$ cat config.mk
export PLATFORM = sky130hd
export DESIGN_NAME = branch_target_predictor
export DESIGN_NICKNAME = d
export VERILOG_FILES = /design/src/rtl/bp_pkg.sv /design/src/rtl/bp_sat_counter_table.sv /design/src/rtl/branch_target_predictor.sv
export SDC_FILE = /design/constraint.sdc
export NUM_CORES = 2
export LEC_CHECK = 0
export BUFFER_PORTS_ARGS = -buffer_cell sky130_fd_sc_hd__clkbuf_2
export CAP_MARGIN = 20
export CORE_MARGIN = 4
export CORE_UTILIZATION = 40
export CTS_CLUSTER_DIAMETER = 60
export DETAILED_ROUTE_END_ITERATION = 16
export PLACE_DENSITY = 0.54
export SLEW_MARGIN = 0
export SYNTH_ARGS = -nofsm -noshare
export SYNTH_HDL_FRONTEND = slang
export SYNTH_HIERARCHICAL = 1
export SYNTH_SLANG_ARGS = --single-unit
$ cat constraint.sdc
create_clock -name clk -period 3.9 [get_ports clk]
set_input_delay 0.195 -clock clk [delete_from_list [all_inputs] [get_ports clk]]
set_output_delay 0.195 -clock clk [all_outputs]
set_load 0.02 [all_outputs]
$ cat src/rtl/bp_pkg.sv
// Shared types and helpers for the branch predictor: mode selectors,
// 2-bit counter encodings, BTB entry layout and saturating counter math.
package bp_pkg;

  localparam int unsigned MODE_BIMODAL = 0;
  localparam int unsigned MODE_GSHARE  = 1;

  localparam int unsigned BP_ADDR_W = 32;
  localparam int unsigned BP_TAG_W  = 8;

  typedef enum logic [1:0] {
    SNT = 2'd0,
    WNT = 2'd1,
    WT  = 2'd2,
    ST  = 2'd3
  } ctr_e;

  typedef struct packed {
    logic                 valid;
    logic [BP_TAG_W-1:0]  tag;
    logic [BP_ADDR_W-1:0] target;
    logic                 is_cond;
  } btb_entry_t;

  function automatic logic [1:0] sat_inc(input logic [1:0] c);
    return (c == ST) ? c : c + 2'd1;
  endfunction

  function automatic logic [1:0] sat_dec(input logic [1:0] c);
    return (c == SNT) ? c : c - 2'd1;
  endfunction

endpackage

$ cat src/rtl/bp_sat_counter_table.sv
// Table of 2-bit saturating direction counters: one combinational read port,
// one registered update port, synchronous active-low reset to weakly not-taken.
module bp_sat_counter_table
  import bp_pkg::*;
#(
  parameter int unsigned IDX_W = 4
) (
  input  logic             clk,
  input  logic             reset,
  input  logic [IDX_W-1:0] rd_idx,
  output logic [1:0]       rd_ctr,
  input  logic             upd_en,
  input  logic [IDX_W-1:0] upd_idx,
  input  logic             upd_taken
);

  localparam int unsigned N = 1 << IDX_W;

  logic [1:0] ctr_q [N];
  logic [1:0] ctr_d [N];

  assign rd_ctr = ctr_q[rd_idx];

  always_comb begin
    ctr_d = ctr_q;
    if (upd_en) begin
      ctr_d[upd_idx] = upd_taken ? sat_inc(ctr_q[upd_idx]) : sat_dec(ctr_q[upd_idx]);
    end
  end

  always_ff @(posedge clk) begin
    if (!reset) begin
      for (int i = 0; i < int'(N); i++) begin
        ctr_q[i] <= WNT;
      end
    end else begin
      ctr_q <= ctr_d;
    end
  end

endmodule

$ cat src/rtl/branch_target_predictor.sv
// IF-stage branch predictor: BTB plus 2-bit counter table (bimodal or gshare),
// trained from ID-stage resolution; drives next-PC selection and IF/ID flush.
module branch_target_predictor
  import bp_pkg::*;
#(
  parameter int unsigned ADDR_W = BP_ADDR_W,
  parameter int unsigned IDX_W  = 4,
  parameter int unsigned TAG_W  = BP_TAG_W,
  parameter int unsigned MODE   = MODE_BIMODAL,
  parameter int unsigned GHR_W  = 4,
  parameter int unsigned PERF_W = 16
) (
  input  logic              clk,
  input  logic              reset,
  input  logic              if_valid,
  input  logic [ADDR_W-1:0] if_pc,
  output logic              pred_hit,
  output logic              pred_taken,
  output logic [ADDR_W-1:0] pred_target,
  output logic [GHR_W-1:0]  pred_ghr,
  input  logic              upd_valid,
  input  logic [ADDR_W-1:0] upd_pc,
  input  logic              upd_is_cond,
  input  logic              upd_taken,
  input  logic [ADDR_W-1:0] upd_target,
  input  logic              upd_pred_taken,
  input  logic [ADDR_W-1:0] upd_pred_target,
  input  logic [GHR_W-1:0]  upd_ghr,
  output logic              mispredict,
  output logic [ADDR_W-1:0] redirect_pc,
  output logic [PERF_W-1:0] perf_lookups,
  output logic [PERF_W-1:0] perf_mispredicts
);

  localparam int unsigned BTB_N = 1 << IDX_W;

  function automatic logic [IDX_W-1:0] bidx_f(input logic [ADDR_W-1:0] pc);
    return pc[IDX_W+1:2];
  endfunction

  function automatic logic [TAG_W-1:0] tag_f(input logic [ADDR_W-1:0] pc);
    return pc[IDX_W+TAG_W+1:IDX_W+2];
  endfunction

  function automatic logic [IDX_W-1:0] cidx_f(input logic [ADDR_W-1:0] pc,
                                              input logic [GHR_W-1:0]  ghr);
    if (MODE == MODE_GSHARE) begin
      return bidx_f(pc) ^ IDX_W'(ghr);
    end
    return bidx_f(pc);
  endfunction

  btb_entry_t        btb_q [BTB_N];
  btb_entry_t        btb_d [BTB_N];
  logic [GHR_W-1:0]  ghr_q, ghr_d;
  logic [PERF_W-1:0] perf_lookups_q, perf_lookups_d;
  logic [PERF_W-1:0] perf_mispredicts_q, perf_mispredicts_d;

  btb_entry_t        lk_entry;
  logic              lk_hit;
  logic [1:0]        lk_ctr;
  logic [IDX_W-1:0]  lk_cidx;
  logic [IDX_W-1:0]  upd_cidx;
  logic [IDX_W-1:0]  upd_bidx;
  logic              upd_hit;

  // Lookup path: reads pre-update contents, no bypass from the update port.
  assign lk_entry    = btb_q[bidx_f(if_pc)];
  assign lk_hit      = lk_entry.valid && (TAG_W'(lk_entry.tag) == tag_f(if_pc));
  assign lk_cidx     = cidx_f(if_pc, ghr_q);
  assign pred_hit    = lk_hit;
  assign pred_taken  = lk_hit && (!lk_entry.is_cond || (lk_ctr >= 2'(WT)));
  assign pred_target = pred_taken ? ADDR_W'(lk_entry.target) : if_pc + ADDR_W'(4);
  assign pred_ghr    = ghr_q;

  assign mispredict  = upd_valid &&
                       ((upd_taken != upd_pred_taken) ||
                        (upd_taken && (upd_target != upd_pred_target)));
  assign redirect_pc = upd_taken ? upd_target : upd_pc + ADDR_W'(4);

  assign upd_cidx = cidx_f(upd_pc, upd_ghr);
  assign upd_bidx = bidx_f(upd_pc);
  assign upd_hit  = btb_q[upd_bidx].valid && (TAG_W'(btb_q[upd_bidx].tag) == tag_f(upd_pc));

  bp_sat_counter_table #(
    .IDX_W (IDX_W)
  ) u_ctr_table (
    .clk       (clk),
    .reset     (reset),
    .rd_idx    (lk_cidx),
    .rd_ctr    (lk_ctr),
    .upd_en    (upd_valid && upd_is_cond),
    .upd_idx   (upd_cidx),
    .upd_taken (upd_taken)
  );

  // BTB training: refresh target on a taken hit, allocate on a taken miss.
  always_comb begin
    btb_d = btb_q;
    if (upd_valid && upd_taken) begin
      if (upd_hit) begin
        btb_d[upd_bidx].target = BP_ADDR_W'(upd_target);
      end else begin
        btb_d[upd_bidx].valid   = 1'b1;
        btb_d[upd_bidx].tag     = BP_TAG_W'(tag_f(upd_pc));
        btb_d[upd_bidx].target  = BP_ADDR_W'(upd_target);
        btb_d[upd_bidx].is_cond = upd_is_cond;
      end
    end
  end

  // Global history: mispredict recovery wins over fetch-time speculation.
  always_comb begin
    ghr_d = ghr_q;
    if (MODE == MODE_GSHARE) begin
      if (mispredict) begin
        ghr_d = upd_is_cond ? {upd_ghr[GHR_W-2:0], upd_taken} : upd_ghr;
      end else if (if_valid && lk_hit && lk_entry.is_cond) begin
        ghr_d = {ghr_q[GHR_W-2:0], pred_taken};
      end
    end else begin
      ghr_d = '0;
    end
  end

  always_comb begin
    perf_lookups_d     = perf_lookups_q;
    perf_mispredicts_d = perf_mispredicts_q;
    if (if_valid && (perf_lookups_q != '1)) begin
      perf_lookups_d = perf_lookups_q + PERF_W'(1);
    end
    if (mispredict && (perf_mispredicts_q != '1)) begin
      perf_mispredicts_d = perf_mispredicts_q + PERF_W'(1);
    end
  end

  always_ff @(posedge clk) begin
    if (!reset) begin
      for (int i = 0; i < int'(BTB_N); i++) begin
        btb_q[i] <= '0;
      end
      ghr_q              <= '0;
      perf_lookups_q     <= '0;
      perf_mispredicts_q <= '0;
    end else begin
      btb_q              <= btb_d;
      ghr_q              <= ghr_d;
      perf_lookups_q     <= perf_lookups_d;
      perf_mispredicts_q <= perf_mispredicts_d;
    end
  end

  assign perf_lookups     = perf_lookups_q;
  assign perf_mispredicts = perf_mispredicts_q;

endmodule

# After elaboration in Yosys (flattened, before gate mapping)
# Cells that the tools add are included.
# W data, S select, Z words.
[word_totals]
reg_bits = 736
latch_bits = 0
ramBits = 0
mem_bits_ro = 0
in_bits = 139
out_inout_bits = 103
wordCells = 149
mem_count = 0
[classes]
add_sub_neg = 6
n_mul = 0
div = 0
n_lt_le_gt_ge = 4
n_eq_ne = 7
n_shift = 0
mux = 34
bitwise = 2
n_reduce_logical = 14
[ops]
columns = ["cell", "n"]
rows = [
  ["$bwmux W672", 5],
  ["$demux W42 S4", 4],
  ["$mux W672", 1],
  ["$bmux W42 S4", 2],
  ["$mux W42", 5],
  ["$add A32 B3 Y32 const B", 2],
  ["$mux W32", 2],
  ["$mux W41", 1],
  ["$mux W33", 1],
  ["$add A16 B1 Y16 const B", 2],
  ["$bwmux W32", 1],
  ["$ne A16 B16 Y1 const B", 2],
  ["$ne A32 B32 Y1", 1],
  ["$bmux W2 S4", 2],
  ["$eq A8 B8 Y1", 2],
  ["$mux W2", 8],
  ["$ge A5 B5 Y1 const B", 2],
  ["$logic_and A1 B1 Y1", 10],
  ["$not A4 Y5", 2],
  ["$demux W2 S4", 1],
  ["$lt A5 B1 Y1 const B", 1],
  ["$add A2 B1 Y2 const B", 1],
  ["$eq A2 B2 Y1 const B", 1],
  ["$ge A2 B2 Y1 const B", 1],
  ["other kinds (6)", 7],
]

# Longest topological paths before layout
[depth]
ltp_word = 10
depth_mapped = 13
depth_no_buf = 9

# Hierarchy
# Netlist, hierarchy kept.
[by_module_without_submodules]
columns = ["module", "instances", "cells_per_inst", "area_per_inst_um2", "seq_area_each_um2"]
rows = [
  ["branch_target_predictor", 1, 3954, 34031.4, 14093.5],
  ["bp_sat_counter_table", 1, 190, 1861.8, 640.6],
]

# Least setup slack after synthesis
# OpenSTA, ideal clock, no wires.
[synth_timing]
kind = "input to output"
from = "input if_pc[2]"
to = "output pred_target[2]"
arrival_ns = 3.012
required_time_ns = 3.705
setup_slack_ns = 0.693
path_stages = 11
n_path_buf = 3
path_cell_list = "buf_2 > buf_2 > nor2_2 > a22oi_1 > and4_1 > a2111oi_0 > o2bb2a_1 > nor4_2 > nand2_2 > buf_2 > mux2i_1"
[synth_via]
elab_chain_len = 8
elab_cells_between_ends = 15
cone_classes = "add/sub (1); order compare (1); eq/ne (1); mux (7); bitwise (1); reduce/logical (4)"
[synth_rtl]
columns = ["item", "line_no", "text"]
rows = [
  ["start, declared", "branch_target_predictor.sv:16", "input logic [ADDR_W-1:0] if_pc,"],
  ["$not A4 Y5 (implied by the code) (*)", "branch_target_predictor.sv:68", "assign lk_entry = btb_q[bidx_f(if_pc)];"],
  ["$bmux W42 S4 (*)", "branch_target_predictor.sv:68", ""],
  ["$mux W42 (implied by the code) (*) (2 in a row)", "branch_target_predictor.sv:68", ""],
  ["$eq A8 B8 Y1", "branch_target_predictor.sv:69", "assign lk_hit = lk_entry.valid && (TAG_W'(lk_entry.tag) == tag_f(if_pc));"],
  ["$logic_and A1 B1 Y1 (*)", "branch_target_predictor.sv:69", ""],
  ["net pred_hit", "branch_target_predictor.sv:17", "output logic pred_hit,"],
  ["$logic_and A1 B1 Y1 (*)", "branch_target_predictor.sv:72", "assign pred_taken = lk_hit && (!lk_entry.is_cond || (lk_ctr >= 2'(WT)));"],
  ["$mux W32 (*)", "branch_target_predictor.sv:73", "assign pred_target = pred_taken ? ADDR_W'(lk_entry.target) : if_pc + ADDR_W'(4);"],
  ["end, declared", "branch_target_predictor.sv:19", "output logic [ADDR_W-1:0] pred_target,"],
]
# Mark *: on every way through the listed nets, which the timed path passes. The rest lies on a longest branch. The select of a mux whose other input is x is not followed.

# Worst setup path in the final report
[layout_timing]
from = "register btb_q[370] in the netlist's numbering"
to = "output pred_target[10]"
[layout_via]
elab_chain_len = 7
[layout_rtl]
columns = ["item", "line_no", "text"]
rows = [
  ["start, declared", "branch_target_predictor.sv:53", "btb_entry_t btb_q [BTB_N];"],
  ["start signal, assigned", "branch_target_predictor.sv:146", "btb_q <= btb_d;"],
  ["$bmux W42 S4", "branch_target_predictor.sv:68", ""],
  ["$mux W42 (implied by the code) (2 in a row)", "branch_target_predictor.sv:68", ""],
  ["$eq A8 B8 Y1", "branch_target_predictor.sv:69", ""],
  ["$logic_and A1 B1 Y1", "branch_target_predictor.sv:69", ""],
  ["$logic_and A1 B1 Y1", "branch_target_predictor.sv:72", ""],
  ["$mux W32", "branch_target_predictor.sv:73", ""],
]
# Every way passes these cells. The select of a mux whose other input is x is not followed.

==> results.toml <==
[cts]
cts_tree = "built"
root_buffer = "clkbuf_16"
htreeDepth = 3
clk_latency_ns = 0.66
numCtsBuffers = 87
clkSinkCount = 736
clkTransAtPathRegs_ns = 0.06
cts.path.max_buffers = 3

[final_layout]
layout_common_cells = "nand2_1, dfxtp_1, a21oi_1, mux4_2, clkbuf_2"
num-nets-final = 4335
fill_cells = 8517
final_common_cell = "nand2_1"
area_growth_pct = 15.3
drive_gt1_frac = 0.197

[timing]
fmax_mhz = 262
finalMaxSlewViolations = 0
finalHoldViolCount = 0
finalSetupTns_ns = 0
final-setup-viol-count = 0
clock_skew_ns = 0.0343
grt_setup_unrepaired = "no"
worst_pin_slew_ns = 1.00
min_period_over_period = 0.980
fin_ws_ns = 0.0767
max-slew-margin-rel = 0.331
min_period_ns = 3.82

[routing]
wl_per_cell_um = 25.3
first_pass_iters = 6
routed_wl_mm = 137
route.detailed.drc = 0
vias = 31500
via_per_inst = 5.81
postRouteAntennaNets = 0
dr.first_iter.drc_count = 3621

[flow_run]
max_cap_violations = 0

[global_routing]
gr-total-overflow = 0
grt_max_degree = 133
first_global_vias = 29400
grt_antenna_before_repair = 8
grt_pass1_wl_mm = 201
grt_usage = 0.283

[critical_path]
start_kind = "flip-flop"
worst_setup_path_end_kind = "output port"
path_class = "flip-flop to output port"
worstPathRequired_ns = 3.70
worstPathMaxFanout = 31
arrival_ns = 3.63

[floorplan]
io_pins = 242
die_x_um = 307
core_area_sq_um = 88500
rows = 109
initial_core_util = 0.404
die_h_um = 307
die_area_sq_um = 94300

[hold_path]
hold_class = "primary input to flip-flop"

[placement]
place_ws_ns = 0.273
io_buffers = 233
gp_congestion = 0.885
dp_hpwl_mm = 85.3

[power_and_ir_drop]
p_leak_uw = 0.0139
total_power_uw = 17300
power_density_nw_per_um2 = 420
ir_drop_mv = 0.310

[status]
outcome = "complete, no violations"

[yosys]
yosys_warnings = 6
avgSynthCellArea_sq_um = 8.64
synthesis.area_sq_um = 35800
synthesis.instances = 4139
==> critical path, stage by stage, from the launching register on <==
cell and delay [ns]:
dfxtp_1 0.32, mux4_2 0.47, mux2i_1 0.27, nor2_1 0.10, a2111oi_0 0.30, o2bb2a_1 0.33
nor4_4 0.35, nand2_2 0.12, buf_12 0.20, mux2_2 0.35, clkbuf_2 0.17
==> where the power goes <==
part | total, uW | switching [uW] | internal, uW
sequential | 7610 | 33.8 | 7580
clock | 8280 | 3440 | 4850
combinational | 1440 | 997 | 444
==> final timing paths <==
kind	endpoint	slack, ns	cells after the start	from
setup / recovery	pred_target[10]	0.08	10	btb_q[370]
hold / removal	flip-flop	0.03	3	upd_target[23]
setup reg to reg	btb_q[668]	0.76	9	btb_q[204]
hold reg to reg	flip-flop	0.45	2	flip-flop
==> through the flow <==
| stage | cell area (sq um) | util | cells | hold slack, ns |
|---|---|---|---|---|
| 3_5_place_dp | 38300 | 0.433 | 5258 | 0.443 |
| 2_1_floorplan | 35800 | - | 4142 | 0.347 |
| 3_3_place_gp | 38300 | 0.433 | 5258 | 0.438 |
| 5_1_grt | 41300 | 0.466 | 5419 | 0.0235 |
| 4_1_cts | 41300 | 0.466 | 5419 | 0.00728 |
| 6_report | 41300 | 0.466 | 5421 | 0.0328 |
==> cell type report <==
class,instances,area [sq um],share of cell area
clock buffer,128,2560,0.0621
sequential,736,14700,0.357
clock inverter,27,330,0.00800
tap,1165,1460,0.0353
inverter,19,78.8,0.00191
antenna,2,5.00,0.000121
timing repair buffer,383,2660,0.0646
multi-input combinational,2961,19400,0.471
==> routing by layer <==
layer / GRT usage / wire, um / vias to the layer above
li1: - / - / 14400
met1: 0.398 / 59000 / 15500
met2: 0.448 / 62400 / 1319
met3: 0.0486 / 11400 / 260
met4: 0.0850 / 4470 / 4
met5: 0 / 25 / -
==> timing repair <==
item | in CTS | in global routing
pin swaps | 2 | 0
resized for setup | 0 | 1
buffers inserted | 1 | 0
hold buffers | 5 | 0
endpoints found under the hold margin | 28 | 0
endpoints found under the setup margin | 30 | 15
Note: power is estimated with default switching activity, not from simulation.
